$ cat src/rtl/dmem_axil_pkg.sv
// Shared types and constants for the data-memory AXI4-Lite bridge.
// Latency: none (package only).
// Backpressure: none (package only).
package dmem_axil_pkg;

  // Bridge FSM states
  typedef enum logic [2:0] {
    IDLE,
    RD_ADDR,
    RD_DATA,
    WR_REQ,
    WR_RESP,
    RESP
  } state_t;

  // AXI response codes
  localparam logic [1:0] OKAY   = 2'b00;
  localparam logic [1:0] EXOKAY = 2'b01;
  localparam logic [1:0] SLVERR = 2'b10;
  localparam logic [1:0] DECERR = 2'b11;

  // Data-memory window, shared with the core top
  localparam logic [31:0] DMEM_BASE_DEFAULT = 32'h8010_0000;
  localparam logic [31:0] DMEM_SIZE_DEFAULT = 32'h0001_0000;

endpackage

$ cat src/rtl/dmem_axil_bridge.sv
// Core data-memory port to AXI4-Lite master bridge, one access in flight.
// Latency: zero-wait load/store responds 3 cycles after request, window fault 1 cycle.
// Backpressure: core_stall holds the core; AXI valids stay up until their handshake.
module dmem_axil_bridge
  import dmem_axil_pkg::*;
#(
  parameter logic [31:0] DMEM_BASE = DMEM_BASE_DEFAULT,
  parameter logic [31:0] DMEM_SIZE = DMEM_SIZE_DEFAULT
) (
  input  logic        clk,
  input  logic        rst,
  // core request / response
  input  logic        req_valid,
  input  logic [31:0] req_addr,
  input  logic [31:0] req_wdata,
  input  logic [3:0]  req_wstrb,
  output logic        core_stall,
  output logic        resp_valid,
  output logic [31:0] resp_rdata,
  output logic        resp_err,
  // AXI4-Lite write address
  output logic [31:0] awaddr,
  output logic        awvalid,
  input  logic        awready,
  // AXI4-Lite write data
  output logic [31:0] wdata,
  output logic [3:0]  wstrb,
  output logic        wvalid,
  input  logic        wready,
  // AXI4-Lite write response
  input  logic [1:0]  bresp,
  input  logic        bvalid,
  output logic        bready,
  // AXI4-Lite read address
  output logic [31:0] araddr,
  output logic        arvalid,
  input  logic        arready,
  // AXI4-Lite read data
  input  logic [31:0] rdata,
  input  logic [1:0]  rresp,
  input  logic        rvalid,
  output logic        rready
);

  state_t      state;
  logic        aw_done;
  logic        w_done;
  logic [31:0] bus_addr;

  // 33-bit window compare so a window ending at 4 GiB does not wrap
  logic [32:0] addr_ext;
  logic [32:0] win_lo;
  logic [32:0] win_hi;
  logic        in_range;
  logic        aw_hs;
  logic        w_hs;

  assign addr_ext = {1'b0, req_addr};
  assign win_lo   = {1'b0, DMEM_BASE};
  assign win_hi   = {1'b0, DMEM_BASE} + {1'b0, DMEM_SIZE};
  assign in_range = (addr_ext >= win_lo) && (addr_ext < win_hi);

  assign aw_hs = awvalid && awready;
  assign w_hs  = wvalid && wready;

  // Reads and writes never overlap, so one address register serves both channels
  assign awaddr = bus_addr;
  assign araddr = bus_addr;

  // Stall while a request is pending; released in the response cycle
  assign core_stall = ((state != IDLE) || req_valid) && (state != RESP);

  // Bridge FSM with registered AXI and response outputs
  always_ff @(posedge clk or negedge rst) begin
    if (!rst) begin
      state      <= IDLE;
      aw_done    <= 1'b0;
      w_done     <= 1'b0;
      bus_addr   <= '0;
      wdata      <= '0;
      wstrb      <= '0;
      awvalid    <= 1'b0;
      wvalid     <= 1'b0;
      bready     <= 1'b0;
      arvalid    <= 1'b0;
      rready     <= 1'b0;
      resp_valid <= 1'b0;
      resp_rdata <= '0;
      resp_err   <= 1'b0;
    end else begin
      case (state)
        IDLE: begin
          if (req_valid) begin
            bus_addr <= {req_addr[31:2], 2'b00};
            wdata    <= req_wdata;
            wstrb    <= req_wstrb;
            if (!in_range) begin
              // window fault: answer immediately, no bus activity
              resp_valid <= 1'b1;
              resp_err   <= 1'b1;
              resp_rdata <= '0;
              state      <= RESP;
            end else if (req_wstrb == 4'b0000) begin
              arvalid <= 1'b1;
              state   <= RD_ADDR;
            end else begin
              awvalid <= 1'b1;
              wvalid  <= 1'b1;
              aw_done <= 1'b0;
              w_done  <= 1'b0;
              state   <= WR_REQ;
            end
          end
        end

        RD_ADDR: begin
          if (arready) begin
            arvalid <= 1'b0;
            rready  <= 1'b1;
            state   <= RD_DATA;
          end
        end

        RD_DATA: begin
          if (rvalid) begin
            rready     <= 1'b0;
            resp_err   <= (rresp != OKAY);
            resp_rdata <= (rresp != OKAY) ? 32'h0 : rdata;
            resp_valid <= 1'b1;
            state      <= RESP;
          end
        end

        WR_REQ: begin
          // AW and W complete independently, in either order or together
          if (aw_hs) begin
            awvalid <= 1'b0;
            aw_done <= 1'b1;
          end
          if (w_hs) begin
            wvalid <= 1'b0;
            w_done <= 1'b1;
          end
          if ((aw_done || aw_hs) && (w_done || w_hs)) begin
            aw_done <= 1'b0;
            w_done  <= 1'b0;
            bready  <= 1'b1;
            state   <= WR_RESP;
          end
        end

        WR_RESP: begin
          if (bvalid) begin
            bready     <= 1'b0;
            resp_err   <= (bresp != OKAY);
            resp_rdata <= '0;
            resp_valid <= 1'b1;
            state      <= RESP;
          end
        end

        RESP: begin
          resp_valid <= 1'b0;
          state      <= IDLE;
        end

        default: begin
          state <= IDLE;
        end
      endcase
    end
  end

endmodule

$ cat config.mk
export PLATFORM = sky130hd
export DESIGN_NAME = dmem_axil_bridge
export DESIGN_NICKNAME = d
export VERILOG_FILES = /design/src/rtl/dmem_axil_pkg.sv /design/src/rtl/dmem_axil_bridge.sv
export SDC_FILE = /design/constraint.sdc
export NUM_CORES = 1
export LEC_CHECK = 0
export ABC_AREA = 1
export CORE_MARGIN = 4
export CORE_UTILIZATION = 40
export CTS_CLUSTER_SIZE = 30
export DETAILED_ROUTE_END_ITERATION = 6
export GPL_TIMING_DRIVEN = 1
export PLACE_DENSITY = 0.83
export SLEW_MARGIN = 5
export SYNTH_ARGS = -nofsm -noshare
export SYNTH_HDL_FRONTEND = slang
export SYNTH_SLANG_ARGS = --single-unit
$ cat constraint.sdc
create_clock -name clk -period 2.3 [get_ports clk]
set_clock_uncertainty 0.2 [all_clocks]
set_input_delay 0.345 -clock clk [delete_from_list [all_inputs] [get_ports clk]]
set_output_delay 0.345 -clock clk [all_outputs]
set_load 0.01 [all_outputs]
==> results_dict.tcl, run 1 <==
set metrics [dict create \
    status "finished, final reports clean" \
    p_leak_nw 3.63 \
    p_per_area_mw_per_mm2 1180 \
    die_x_um 119 \
    synthXorXnorAreaFrac_pct 0 \
    yosys-top-cells-count "297 x nand2_1, 110 x dfrtp_1, 34 x buf_4, 26 x nor2_1, 19 x o21ai_1" \
    multi_input_area_mm2 0.00173 \
    gp_congestion 0.784 \
    cp.arrival_ps 1630 \
    synth_edf_count 0 \
    cts-root-buf "clkbuf_16" \
    fillCellCount 1015 \
    ys_warn_count 0 \
    setup_viol 0 \
    maxSlewViolCount 0 \
    max_stage_delay_ps 460 \
    drtIter0Drc 230 \
    start_kind "register" \
    cts_tree "yes" \
    busiest_layer "met2" \
    synth_compound_area_share_pct 5.62 \
    syn_inst 591 \
    rsz0062_at_grt "no" \
    synth_fa_ha_area_share_pct 0 \
    worstPathCellList "inv_2, nand2_2, nor2_4, nand2_4, o31ai_1, inv_1, dlygate4sd2_1" \
    yosysMostFrequentCell "nand2_1" \
    grt_util_met2_pct 32.9 \
    drive_above_1_share_pct 8.50 \
    antenna_found_initial 0 \
    cts_buffers 9 \
    use_met3_pct 4.46 \
    firstDrtPassIters 4 \
    synth_area_mm2 0.00494 \
    dpl-instance-area_mm2 0.00741 \
    grtUsageTotal_pct 18.9 \
    min_period_over_period_pct 94.5 \
    final_antenna_net_count 0 \
    drc 0 \
    final_nets 919 \
    io_pins 252 \
    yosysTopAreaCell "dfrtp_1" \
    seqPwrFrac_pct 33.7 \
    die_h_um 119 \
    worstSetupPathType "register to output port" \
    clockBufferDepth 2 \
    synth_top_family_by_area "simple AND/OR/NAND/NOR gates" \
    drv_cap 0 \
    grt_pass1_wl_um 21600 \
    grt_pass1_vias 4280 \
    wl_um 13700 \
    p_int_mw 5.77 \
    hold_violations 0 \
    worstSetupEndpointType "output port" \
    synth_cell_type_count 25 \
    p_clk_share_pct 16.6 \
    critPathMaxFanout 7 \
    yosys.area_share.simple_pct 29.0 \
    ctsHtreeMaxLevel 3 \
    floorplan.initialDensity_pct 41.0 \
    crit_buf_inv 3 \
    coreArea_mm2 0.0121 \
    gr-total-overflow 0 \
    setup_tns_ps 0 \
    dieArea_mm2 0.0142 \
    routed_via_density 4.48 \
    grt_max_degree 52 \
    diodes 0 \
    synthTopCellsByArea "dfrtp_1 56%, nand2_1 23%, buf_4 5.2%" \
    clock_sinks 110 \
    critical_path.top_delay_family "flip-flops" \
    syn_avg_cell_area_um2 8.36 \
    ir_drop_mv 0.605 \
    global_route.usage.met1_pct 22.9 \
    fin_area_mm2 0.00771 \
    yosysTopAreaCellShare_pct 55.7 \
    p_sw_mw 3.31 \
    synth_seq_cells 110 \
    syn_to_final_growth_pct 55.9 \
    slowest_stage "dfrtp_2" \
    synthMuxAreaShare_pct 0 \
    timing.fmax_mhz 460 \
    clock_latency_ps 330 \
    power.share.switching_pct 36.5 \
    required_ps 1750 \
    ys_seq_area_share_pct 55.7 \
    vias 4389 \
    clkTransAtPathRegs_ps 70 \
    min_path_type "primary input to async pin" \
    path_depth 7 \
    seqCellArea_mm2 0.00275 \
    fin_crit_ps 2170 \
    p_comb_share_pct 49.7 \
    rows 40 \
    worst-r2r-cell-count 11 \
    async_reset_ff_share_pct 100 \
    dp_hpwl_um 10500 \
    wl_per_cell_um 14.0 \
    numPortBuffers 245 \
    synth_flop_cell "dfrtp_1" \
]
## flip-flops by register name, indices dropped and copies added (netlist names)
signal      flops
araddr         30
resp_valid      1
resp_rdata     32
resp_err        1
arvalid         1
awvalid         1
w_done          1
state           3
aw_done         1
wvalid          1
wstrb           4
wdata          32
bready          1
rready          1
## through the flow
stage               cells  utilization, %  power [mW]  setup slack (ps)  hold slack [ps]
floorplan             594               -        5.43               655             -151
global placement      963            61.5        7.52               105             83.2
detailed placement    963            61.5        7.63              88.3             84.9
CTS                   980            63.9        9.18               121              272
global route          980            63.9        9.68              42.4              292
finish                980            63.9        9.08               127              266
## path summary, 6_finish.rpt
check | from | to | slack, ps
max in group asynchronous | rst | wdata[9] | 1080
max reg2reg | state[0] | resp_rdata[0] | 450
min in group clk | w_done | w_done | 280
max | state[0] | core_stall | 130
min reg2reg | w_done | w_done | 280
min | rst | rready | 270
## final cells by class
type                    count  area share [%]
clock buffers              11            3.02
clock inverters             5           0.649
inverters                  21            1.02
multi-input cells         405            22.4
flip-flops and latches    110            35.7
well taps                 168            2.73
repair buffers            260            34.4
## layer usage
| metal | vias to the layer above | share of wire, % |
|---|---|---|
| met4 | 0 | 2.2 |
| met3 | 23 | 5.9 |
| met5 | - | 0 |
| li1 | 2204 | - |
| met1 | 2011 | 41 |
| met2 | 151 | 51 |
## power groups by stage
stage / combinational [mW] / clock, mW / sequential (mW)
CTS: 4.55 / 1.56 / 3.06
finish: 4.51 / 1.51 / 3.06
floorplan: 2.10 / 0 / 3.33
detailed placement: 4.55 / 0 / 3.08
global route: 4.89 / 1.63 / 3.17
global placement: 4.46 / 0 / 3.06
## cells by family after synthesis
family	count (synthesis)
compound gates	44
simple gates	357
other cells	1
flops	110
buf+inv	79
## placed cells by master (no fill, tap or decap), types with 8 or more instances in the layout
master           count
nand3_1              9
clkbuf_16            9
o21ai_2             14
dfrtp_1            109
inv_1               16
nor2_1              26
buf_4                8
nand2_2             13
o21ai_1             19
nand2_1            297
clkdlybuf4s50_1    243
## what timing repair did
item	4_1_cts	5_1_grt
endpoints found under the setup margin	1	0
buffers inserted	0	0
hold endpoints to repair	22	0
gates resized for setup	2	0
hold buffers	1	0
Power figures use the tool's default switching activity.
==> run 2, diff against run 1 <==
==> constraint.sdc (replaced) <==
create_clock -name clk -period 2.3 [get_ports clk]
set_clock_uncertainty 0.2 [all_clocks]
set_input_delay 0.46 -clock clk [delete_from_list [all_inputs] [get_ports clk]]
set_output_delay 0.46 -clock clk [all_outputs]
set_load 0.01 [all_outputs]
==> run 2 against run 1 <==
  * Critical path depth unchanged
  * Register-to-register slack about the same
  * Final cell count unchanged
  * Non-clock buffer count up 2
  * Critical endpoint unchanged
  * Worst hold slack better by 8.9 ps
  * Maximum frequency down 1.9%
==> results_dict.tcl, run 2 (synthesis gave the netlist of run 1 again) <==
set metrics [dict create \
    cts_buffers 9 \
    wl_um 13700 \
    dp_hpwl_um 10500 \
    drv_cap 0 \
    antenna_found_initial 0 \
    dp_slack_ps -98.9 \
    floorplan.initialDensity_pct 41.0 \
    reg2reg_to "resp_rdata[31]" \
    final_antenna_net_count 0 \
    vias 4422 \
    worstSetupPathType "register to output port" \
    ctsHtreeMaxLevel 3 \
    timing.fmax_mhz 451 \
    ir_drop_mv 0.539 \
    drtIter0Drc 243 \
    post-cts-setup-buffers 0 \
    start_kind "register" \
    gp_congestion 0.779 \
    worstSetupEndpointType "output port" \
    grt_pass1_vias 4188 \
    dieArea_mm2 0.0142 \
    routed_via_density 4.51 \
    p_per_area_mw_per_mm2 1160 \
    gr-total-overflow 0 \
    die_h_um 119 \
    min_path_type "register to register" \
    io_pins 252 \
    crit_path_start "state[1]" \
    utilization_pct 63.8 \
    status "finished, final reports clean" \
    p_leak_nw 3.62 \
    drc 0 \
    wl_per_cell_um 13.9 \
    reg2reg_slack_ps 460 \
    cts_tree "yes" \
    final_nets 921 \
    setup_viol 0 \
    worst-r2r-cell-count 9 \
    clockBufferDepth 2 \
    maxSlewViolCount 0 \
    drive_above_1_share_pct 8.50 \
    dp.cells 965 \
    hold_violations 0 \
    critPathMaxFanout 8 \
    cts-root-buf "clkbuf_16" \
    die_x_um 119 \
    setup_ws_ps 84.3 \
    reg2reg_from "state[1]" \
    min_period_over_period_pct 96.3 \
    coreArea_mm2 0.0121 \
    rsz0062_at_grt "no" \
    diodes 0 \
    rows 40 \
    final_common_cell "nand2_1" \
    numPortBuffers 245 \
    clock_latency_ps 340 \
    final_cell_mix "297 x nand2_1, 243 x clkdlybuf4s50_1, 109 x dfrtp_1, 26 x nor2_1, 19 x o21ai_1" \
    endpoint "core_stall" \
    fin_crit_ps 2220 \
    firstDrtPassIters 4 \
    grt_max_degree 52 \
    stdcell_count 980 \
    cp.arrival_ps 1560 \
    grt_pass1_wl_um 21300 \
    grtUsageTotal_pct 18.7 \
    clock_sinks 110 \
    required_ps 1640 \
    syn_to_final_growth_pct 55.7 \
    clkTransAtPathRegs_ps 70 \
    setup_tns_ps 0 \
]
-- run 2: cell types whose count changed in the layout (fill, tap and decap cells not counted) --
cell | before | now
bufinv_16 | 1 | 0
clkbuf_8 | 0 | 1
buf_4 | 8 | 10
clkinv_2 | 4 | 2
-- run 2: where the power goes --
part	internal [mW]	switching, mW
Clock	0.750	0.650
Combinational	2.32	2.15
Sequential	2.60	0.467
Total	5.67	3.27
-- run 2: per-stage QoR --
| step | power [mW] | hold WS [ps] | instance area [um2] |
|---|---|---|---|
| after global placement | 7.51 | 158 | 7430 |
| after detailed placement | 7.61 | 159 | 7430 |
| after CTS | 9.04 | 283 | 7690 |
| after floorplan | 5.43 | -35.6 | 4950 |
| after global routing | 9.55 | 293 | 7690 |
| final | 8.94 | 275 | 7690 |
-- run 2: layout make-up --
type	count	area, um2
multi-input combinational	405	1730
clock buffer	12	246
inverter	21	78.8
clock inverter	2	10.0
fill	1005	4370
tap	168	210
timing repair buffer	262	2670
sequential	110	2750
-- run 2: per-layer routing --
layer  wire, um  global-route usage (%)  up-vias
met4        393                    7.75        0
li1           -                       -     2215
met3        812                    3.99       28
met5          0                       0        -
met2       6860                    32.2      157
met1       5590                    22.7     2022
-- run 2: worst min-delay path by stage --
stage              start             end  cells after the start
6_report        wdata[3]        wdata[3]                      2
3_5_place_dp         rst  resp_rdata[22]                      1
3_3_place_gp         rst  resp_rdata[22]                      1
2_1_floorplan        rst      araddr[10]                      0
5_1_grt        wdata[10]       wdata[10]                      2
4_1_cts         wdata[3]        wdata[3]                      2
-- run 2: timing repair --
item | in CTS | in global routing
endpoints found under the setup margin | 1 | 0
gates resized for setup | 2 | 0
endpoints found under the hold margin | 15 | 0
hold buffers | 1 | 0
-- run 2: worst max-delay path, cell delays in order, from the launching register on --
cell and delay, ps:
dfrtp_2 480, inv_2 100, nand2_2 60, nor2_4 120, nand2_4 50, o31ai_1 60
inv_1 60, dlygate4sd2_1 300
==> run 3, diff against run 2 <==
==> constraint.sdc (replaced) <==
create_clock -name clk -period 2.3 [get_ports clk]
set_clock_uncertainty 0.2 [all_clocks]
set_input_delay 0.23 -clock clk [delete_from_list [all_inputs] [get_ports clk]]
set_output_delay 0.23 -clock clk [all_outputs]
set_load 0.01 [all_outputs]
==> run 3 against run 2 <==
  * Wire length down 1.4%
  * First-iteration DRC count up 21%
  * Non-clock buffer count down 8
  * Critical endpoint unchanged
  * Highest routed layer unchanged
==> results_dict.tcl, run 3 (synthesis gave the netlist of run 1 again) <==
set metrics [dict create \
    status "finished, final reports clean" \
    crit_path_start "state[1]" \
    critPathMaxFanout 8 \
    reg2reg_to "resp_rdata[30]" \
    dp_hpwl_um 10200 \
    start_kind "register" \
    antenna_found_initial 0 \
    timing.fmax_mhz 475 \
    final_antenna_net_count 0 \
    ctsHtreeMaxLevel 3 \
    slowest_stage "dfrtp_2" \
    seqPwrFrac_pct 33.6 \
    fillCellCount 1001 \
    setup_tns_ps 0 \
    drc 0 \
    p_comb_share_pct 47.7 \
    post-cts-setup-buffers 0 \
    final_cell_mix "297 x nand2_1, 243 x clkdlybuf4s50_1, 109 x dfrtp_1, 26 x nor2_1, 19 x o21ai_1" \
    p_int_mw 5.88 \
    endpoint "core_stall" \
    grtUsageTotal_pct 18.7 \
    wl_per_cell_um 13.8 \
    wl_um 13500 \
    p_clk_share_pct 18.7 \
    worstPathCellList "inv_2, nand2_2, nor2_4, nand2_4, o31ai_1, inv_1, dlygate4sd2_1" \
    cts_tree "yes" \
    rsz0062_at_grt "no" \
    fin_crit_ps 2110 \
    final_nets 913 \
    reg2reg_from "state[1]" \
    seqCellArea_mm2 0.00275 \
    clock_sinks 110 \
    io_pins 252 \
    vias 4372 \
    multi_input_area_mm2 0.00173 \
    dieArea_mm2 0.0142 \
    min_path_type "primary input to async pin" \
    final_common_cell "nand2_1" \
    maxSlewViolCount 0 \
    p_leak_nw 3.62 \
    cts_buffers 9 \
    cts-root-buf "clkbuf_16" \
    hold_violations 0 \
    coreArea_mm2 0.0121 \
    firstDrtPassIters 5 \
    gp_congestion 0.792 \
    p_per_area_mw_per_mm2 1190 \
    die_h_um 119 \
    numPortBuffers 245 \
    syn_to_final_growth_pct 55.8 \
    diodes 0 \
    grt_max_degree 65 \
    power.share.switching_pct 35.6 \
    clkTransAtPathRegs_ps 70 \
    floorplan.initialDensity_pct 41.0 \
    worstSetupEndpointType "output port" \
    worstSetupPathType "register to output port" \
    routed_via_density 4.49 \
    min_period_over_period_pct 91.6 \
    drive_above_1_share_pct 7.94 \
    required_ps 1870 \
    p_total_mw 9.13 \
    die_x_um 119 \
    gr-total-overflow 0 \
    grt_pass1_vias 4211 \
    worst-r2r-cell-count 10 \
    drv_cap 0 \
    p_sw_mw 3.25 \
    cp.arrival_ps 1680 \
    grt_pass1_wl_um 21200 \
    drtIter0Drc 294 \
    clockBufferDepth 2 \
    clock_latency_ps 330 \
    setup_viol 0 \
    reg2reg_slack_ps 510 \
    ir_drop_mv 0.512 \
    max_stage_delay_ps 470 \
    rows 40 \
]
==> run 3: area by class of cell <==
class / count / share of cell area, %
flip-flops and latches: 110 / 35.8
repair buffers: 254 / 33.7
multi-input cells: 405 / 22.5
clock buffers: 13 / 3.51
well taps: 168 / 2.73
inverters: 21 / 1.02
clock inverters: 3 / 0.845
==> run 3: metrics by stage <==
step	cell area, um2	setup WS [ps]	std cells	utilization [%]	hold slack [ps]
global route	7700	97.8	974	63.8	208
floorplan	4950	655	594	-	-266
global placement	7360	221	957	61.0	3.07
finish	7700	193	974	63.8	183
CTS	7700	179	974	63.8	198
detailed placement	7360	202	957	61.0	-0.269
==> run 3: what timing repair did <==
item / in CTS / in global routing
endpoints found under the setup margin: 1 / 0
resized for setup: 2 / 0
hold endpoints to repair: 28 / 0
hold buffers: 1 / 0
==> run 3: critical path: cells and delay by family, from the launching register on <==
kind,cells,cell delay (ps)
AO/OA/AOI/OAI,1,80
AND/OR/NAND/NOR,3,340
buffers and inverters,3,460
flip-flops,1,470
==> run 3: how the worst min path moves through the flow <==
stage	start	to	cells past startpoint
finish	rst	resp_rdata[21]	2
global route	req_wdata[13]	wdata[13]	3
CTS	rst	resp_rdata[21]	2
detailed placement	rst	araddr[8]	1
global placement	rst	araddr[8]	1
floorplan	rst	araddr[10]	0
==> run 3: power groups by stage <==
stage	Sequential (mW)	Clock, mW	Combinational [mW]
4_1_cts	3.07	1.76	4.43
6_report	3.06	1.71	4.36
3_5_place_dp	3.09	0	4.42
5_1_grt	3.18	1.83	4.74
3_3_place_gp	3.07	0	4.35
2_1_floorplan	3.33	0	2.10
==> run 3: per-layer routing <==
| layer | track usage, % | share of wire (%) | vias to the layer above |
|---|---|---|---|
| met1 | 22.9 | 40 | 2009 |
| li1 | - | - | 2196 |
| met3 | 3.66 | 5.5 | 28 |
| met2 | 31.8 | 51 | 139 |
| met5 | 0 | 0 | - |
| met4 | 8.47 | 3.0 | 0 |
==> variant 1 (config.mk and constraints of run 3) <==
Re-encode `state_t` (6 states) as one-hot, 6 bits wide.
--- a/src/rtl/dmem_axil_pkg.sv
+++ b/src/rtl/dmem_axil_pkg.sv
@@ -5,11 +5,11 @@
 
   // Bridge FSM states
-  typedef enum logic [2:0] {
-    IDLE,
-    RD_ADDR,
-    RD_DATA,
-    WR_REQ,
-    WR_RESP,
-    RESP
+  typedef enum logic [5:0] {
+    IDLE    = 6'b000001,
+    RD_ADDR = 6'b000010,
+    RD_DATA = 6'b000100,
+    WR_REQ  = 6'b001000,
+    WR_RESP = 6'b010000,
+    RESP    = 6'b100000
   } state_t;
 
Function: same outputs for any inputs over 4 cycles, from zero or initial values and one cycle with rst low; so few cycles prove little.
==> variant 1 against run 3 <==
Area after synthesis up 2.2%; design area rose by 5.3%; count of clock-buffer cells in the layout up 8; total power grew 11%; die area increased by 2.0%; sequential cell count increased by 3; wire length increased by 8.1%; worst hold slack improved by 0.85 ps; worst setup slack got worse by 63 ps; clock power is 58% higher; global-route usage increased by 1.8 points; critical path depth stayed put; critical path type unchanged; critical endpoint unchanged; highest routed layer unchanged.
==> variant 1: results <==
set metrics [dict create \
    place_ws_ps 143.2 \
    post-place-cells 852 \
    placed_area_sq_um 7482 \
    viasPerCell 4.714 \
    cts_buffers 17 \
    synth_commonest_cells "dfrtp_1, nand2_1, mux2_2" \
    synth.distinct_cells 26 \
    path_clk_slew_ps 50 \
    clk_latency_ps 410 \
    rr_startpoint "state[4]$_DFFE_PN0P_" \
    syn_inst 477 \
    cts_resized 1 \
    cts_setup_buffers 1 \
    drive_gt1_share_pct 19.22 \
    routabilityCongestion 0.8821 \
    synth_seq_area_share_pct 56.02 \
    wl_per_cell_um 16.43 \
    ctsHtreeMaxLevel 4 \
    period_share_pct 94.36 \
    cp-startpoint "state[3]$_DFFE_PN0P_" \
    status "finished, final reports clean" \
    grt_max_degree 73 \
    cp_slowest_cell "dfrtp_1" \
    fillCellCount 903 \
    ff2ff_setup_slack_ps 330 \
    track_usage_pct 20.48 \
    irDropWorstVdd_mv 0.8268 \
    vias 4177 \
    p_clk_mw 2.70 \
    cp_max_fo 6 \
    rr_worst_depth 11 \
    worstPathArrival_ps 1740 \
    grt_pass1_vias 4455 \
    power_leakage_nw 3.549 \
    p_sw_mw 3.187 \
    fin_nets 817 \
    drt_iter0_drc 226 \
]
==> variant 1: cell types whose count changed after synthesis, moves of 6 or more <==
cell / before / now
nand2_1: 297 / 111
o21ai_2: 14 / 20
o21ai_0: 5 / 25
inv_1: 16 / 28
mux2_2: 0 / 56
o21ai_1: 19 / 4
==> variant 1: worst min-delay path by stage <==
stage | from | endpoint
finish | rst | wdata[31]$_DFFE_PN0P_
detailed placement | rst | wdata[1]$_DFFE_PN0P_
global route | rdata[26] | resp_rdata[26]$_DFFE_PN0P_
global placement | rst | wdata[1]$_DFFE_PN0P_
floorplan | rst | araddr[10]$_DFFE_PN0P_
CTS | rst | wdata[16]$_DFFE_PN0P_
==> variant 1: cells by family (layout without fill, tap and decap cells) <==
family / Yosys count / after routing / share of synthesized area [%]
simple gates: 171 / 171 / 14.49
flops: 113 / 113 / 56.02
buf+inv: 81 / 319 / 9.440
mux: 60 / 60 / 13.38
compound gates: 51 / 51 / 6.591
other cells: 1 / 4 / 0.07426
==> variant 1: layer usage <==
metal / share of wire, % / GRT usage [%] / vias to the layer above
li1: - / - / 1967
met1: 37 / 22.40 / 1984
met2: 54 / 37.37 / 198
met3: 7.5 / 6.455 / 28
met4: 1.7 / 6.941 / 0
met5: 0 / 0 / -
==> variant 1: critical path: cells and delay by family, from the launching register on <==
kind / cells / cell delay, ps
flip-flops: 1 / 410
buffers and inverters: 2 / 350
AND/OR/NAND/NOR: 5 / 570
==> variant 1: area by class of cell <==
class | count | area [sq um] | area share, %
Sequential cell | 113 | 2829 | 34.88
Multi-Input combinational cell | 286 | 1755 | 21.64
Tap cell | 168 | 210.2 | 2.592
Clock inverter | 11 | 161.4 | 1.990
Clock buffer | 21 | 450.4 | 5.554
Timing Repair Buffer | 257 | 2591 | 31.95
Inverter | 30 | 112.6 | 1.388
==> variant 2 (settings of run 3) <==
Made on the original files. Make the reset (`rst`) synchronous in one clocked block.
--- a/src/rtl/dmem_axil_bridge.sv
+++ b/src/rtl/dmem_axil_bridge.sv
@@ -72,5 +72,5 @@
 
   // Bridge FSM with registered AXI and response outputs
-  always_ff @(posedge clk or negedge rst) begin
+  always_ff @(posedge clk) begin
     if (!rst) begin
       state      <= IDLE;
Formal check against the unedited RTL: differs if rst is asserted again (counterexample within 4 cycles, from zero or initial values and one cycle with rst low); with rst held inactive, the same outputs for 4 cycles.
==> variant 2 against run 3 <==
Wire length up 10%; sequential cell count stayed put; design area decreased by 0.96%; worst setup slack lost 37 ps; final cell count increased by 8.3%; sequential share of layout area shrank 6.9 points; area after synthesis increased by 2.2%; total power down 3.2%; critical endpoint unchanged.
==> variant 2: results <==
set metrics [dict create \
    status "finished, final reports clean" \
    synth_seq_area_share_pct 43.58 \
    drt_pre_antenna_iters 4 \
    r2r-end "resp_rdata[21]$_SDFFE_PN0P_" \
    track_usage_pct 19.71 \
    power_leakage_nw 2.968 \
    cts.path.max_buffers 2 \
    worstSetupEndpoint "core_stall" \
    grt_pass1_vias 4731 \
    synthTopCellsByArea "dfxtp_1, nand2_1, nand3_1" \
    fin_nets 994 \
    ff2ff_setup_slack_ps 410 \
    grt_pass1_wl_um 23240 \
    ys.warnings.count 0 \
    clock-root-buffer "clkbuf_16" \
    path_clk_slew_ps 70 \
    viasPerCell 4.858 \
    irDropWorstVdd_mv 0.6314 \
    drt_iter0_drc 273 \
    synthFlopType "dfxtp_1" \
    wl_per_cell_um 14.10 \
    drc 0 \
    synth.distinct_cells 23 \
    hold_path_depth 4 \
    portBuffers 245 \
    fillCellCount 1116 \
    ctsHtreeMaxLevel 3 \
    diodes 0 \
    cts_buffers 9 \
    rr_startpoint "state[2]$_SDFFE_PN0P_" \
    placed_area_sq_um 7347 \
    instances_no_fill 1055 \
    rr_worst_depth 8 \
    ys_async_sr_fraction_pct 0 \
    drive_gt1_share_pct 7.779 \
    clk_latency_ps 350 \
    worstPathArrival_ps 1710 \
    cp-start-kind "register" \
    min_path_type "primary input to register" \
    cp_max_fo 7 \
    grt_max_degree 68 \
    place_hpwl_um 10550 \
    synth_area_per_cell_sq_um 7.250 \
    antenna_found_initial 0 \
    p_int_mw 5.469 \
    synth_commonest_cells "nand2_1, dfxtp_1, nand3_1" \
    routabilityCongestion 0.8093 \
    post-place-cells 1039 \
    period_share_pct 93.21 \
    place_ws_ps 265.8 \
    fin_setup_tns_ps 0 \
]
==> variant 2: what timing repair did <==
item / 4_1_cts / 5_1_grt
setup endpoints to repair: 0 / 1
buffers inserted: 0 / 0
resized for setup: 0 / 2
==> variant 2: layout make-up <==
class	instances	area, sq um	area share, %
Timing Repair Buffer	256	2592	33.99
Multi-Input combinational cell	476	2233	29.28
Sequential cell	110	2205	28.90
Clock buffer	11	242.7	3.182
Tap cell	168	210.2	2.756
Inverter	29	108.9	1.427
Clock inverter	5	35.03	0.4593
==> variant 2: critical path: stages, from the launching register on <==
cell	delay, ps
dfxtp_1	380
nor2_2	230
nand3b_2	150
nand2_1	90
inv_1	30
clkdlybuf4s50_1	480
==> variant 2: worst min path at each step <==
stage                             from                       to
4_1_cts                      req_valid   araddr[6]$_SDFFE_PN0P_
5_1_grt                  req_wdata[23]   wdata[23]$_SDFFE_PN0P_
3_5_place_dp   resp_valid$_SDFFE_PN0P_  resp_valid$_SDFFE_PN0P_
6_report                     req_valid   wdata[18]$_SDFFE_PN0P_
3_3_place_gp      arvalid$_SDFFE_PN0P_     arvalid$_SDFFE_PN0P_
2_1_floorplan             req_wdata[0]    wdata[0]$_SDFFE_PN0P_
==> variant 2: power groups by stage <==
stage                     logic (mW)  registers [mW]  clock network [mW]
after floorplan                 2.55            3.12                   0
after global placement          4.45            2.90                   0
after detailed placement        4.51            2.93                   0
after CTS                       4.53            2.89                1.52
after global routing            4.92            2.97                1.59
final                           4.49            2.89                1.46
==> variant 2: metal layers <==
metal	vias up	part of all wire, %	global-route usage, %
met5	-	0	0
met3	16	8.4	8.279
met4	0	1.4	5.312
met2	185	50	33.15
met1	2329	41	23.10
li1	2595	-	-
==> variant 2: kinds of logic after synthesis <==
group,Yosys count,synth area share [%]
buf+inv,114,12.65
other cells,1,0.07420
flops,110,43.58
compound gates,115,13.67
simple gates,357,30.03
==> variant 2: metrics by stage <==
step / hold WS [ps] / utilization (%)
2_1_floorplan: 190.0 / -
3_3_place_gp: 233.7 / 60.16
3_5_place_dp: 234.3 / 60.16
4_1_cts: 230.0 / 62.44
5_1_grt: 236.2 / 62.46
6_report: 243.8 / 62.46
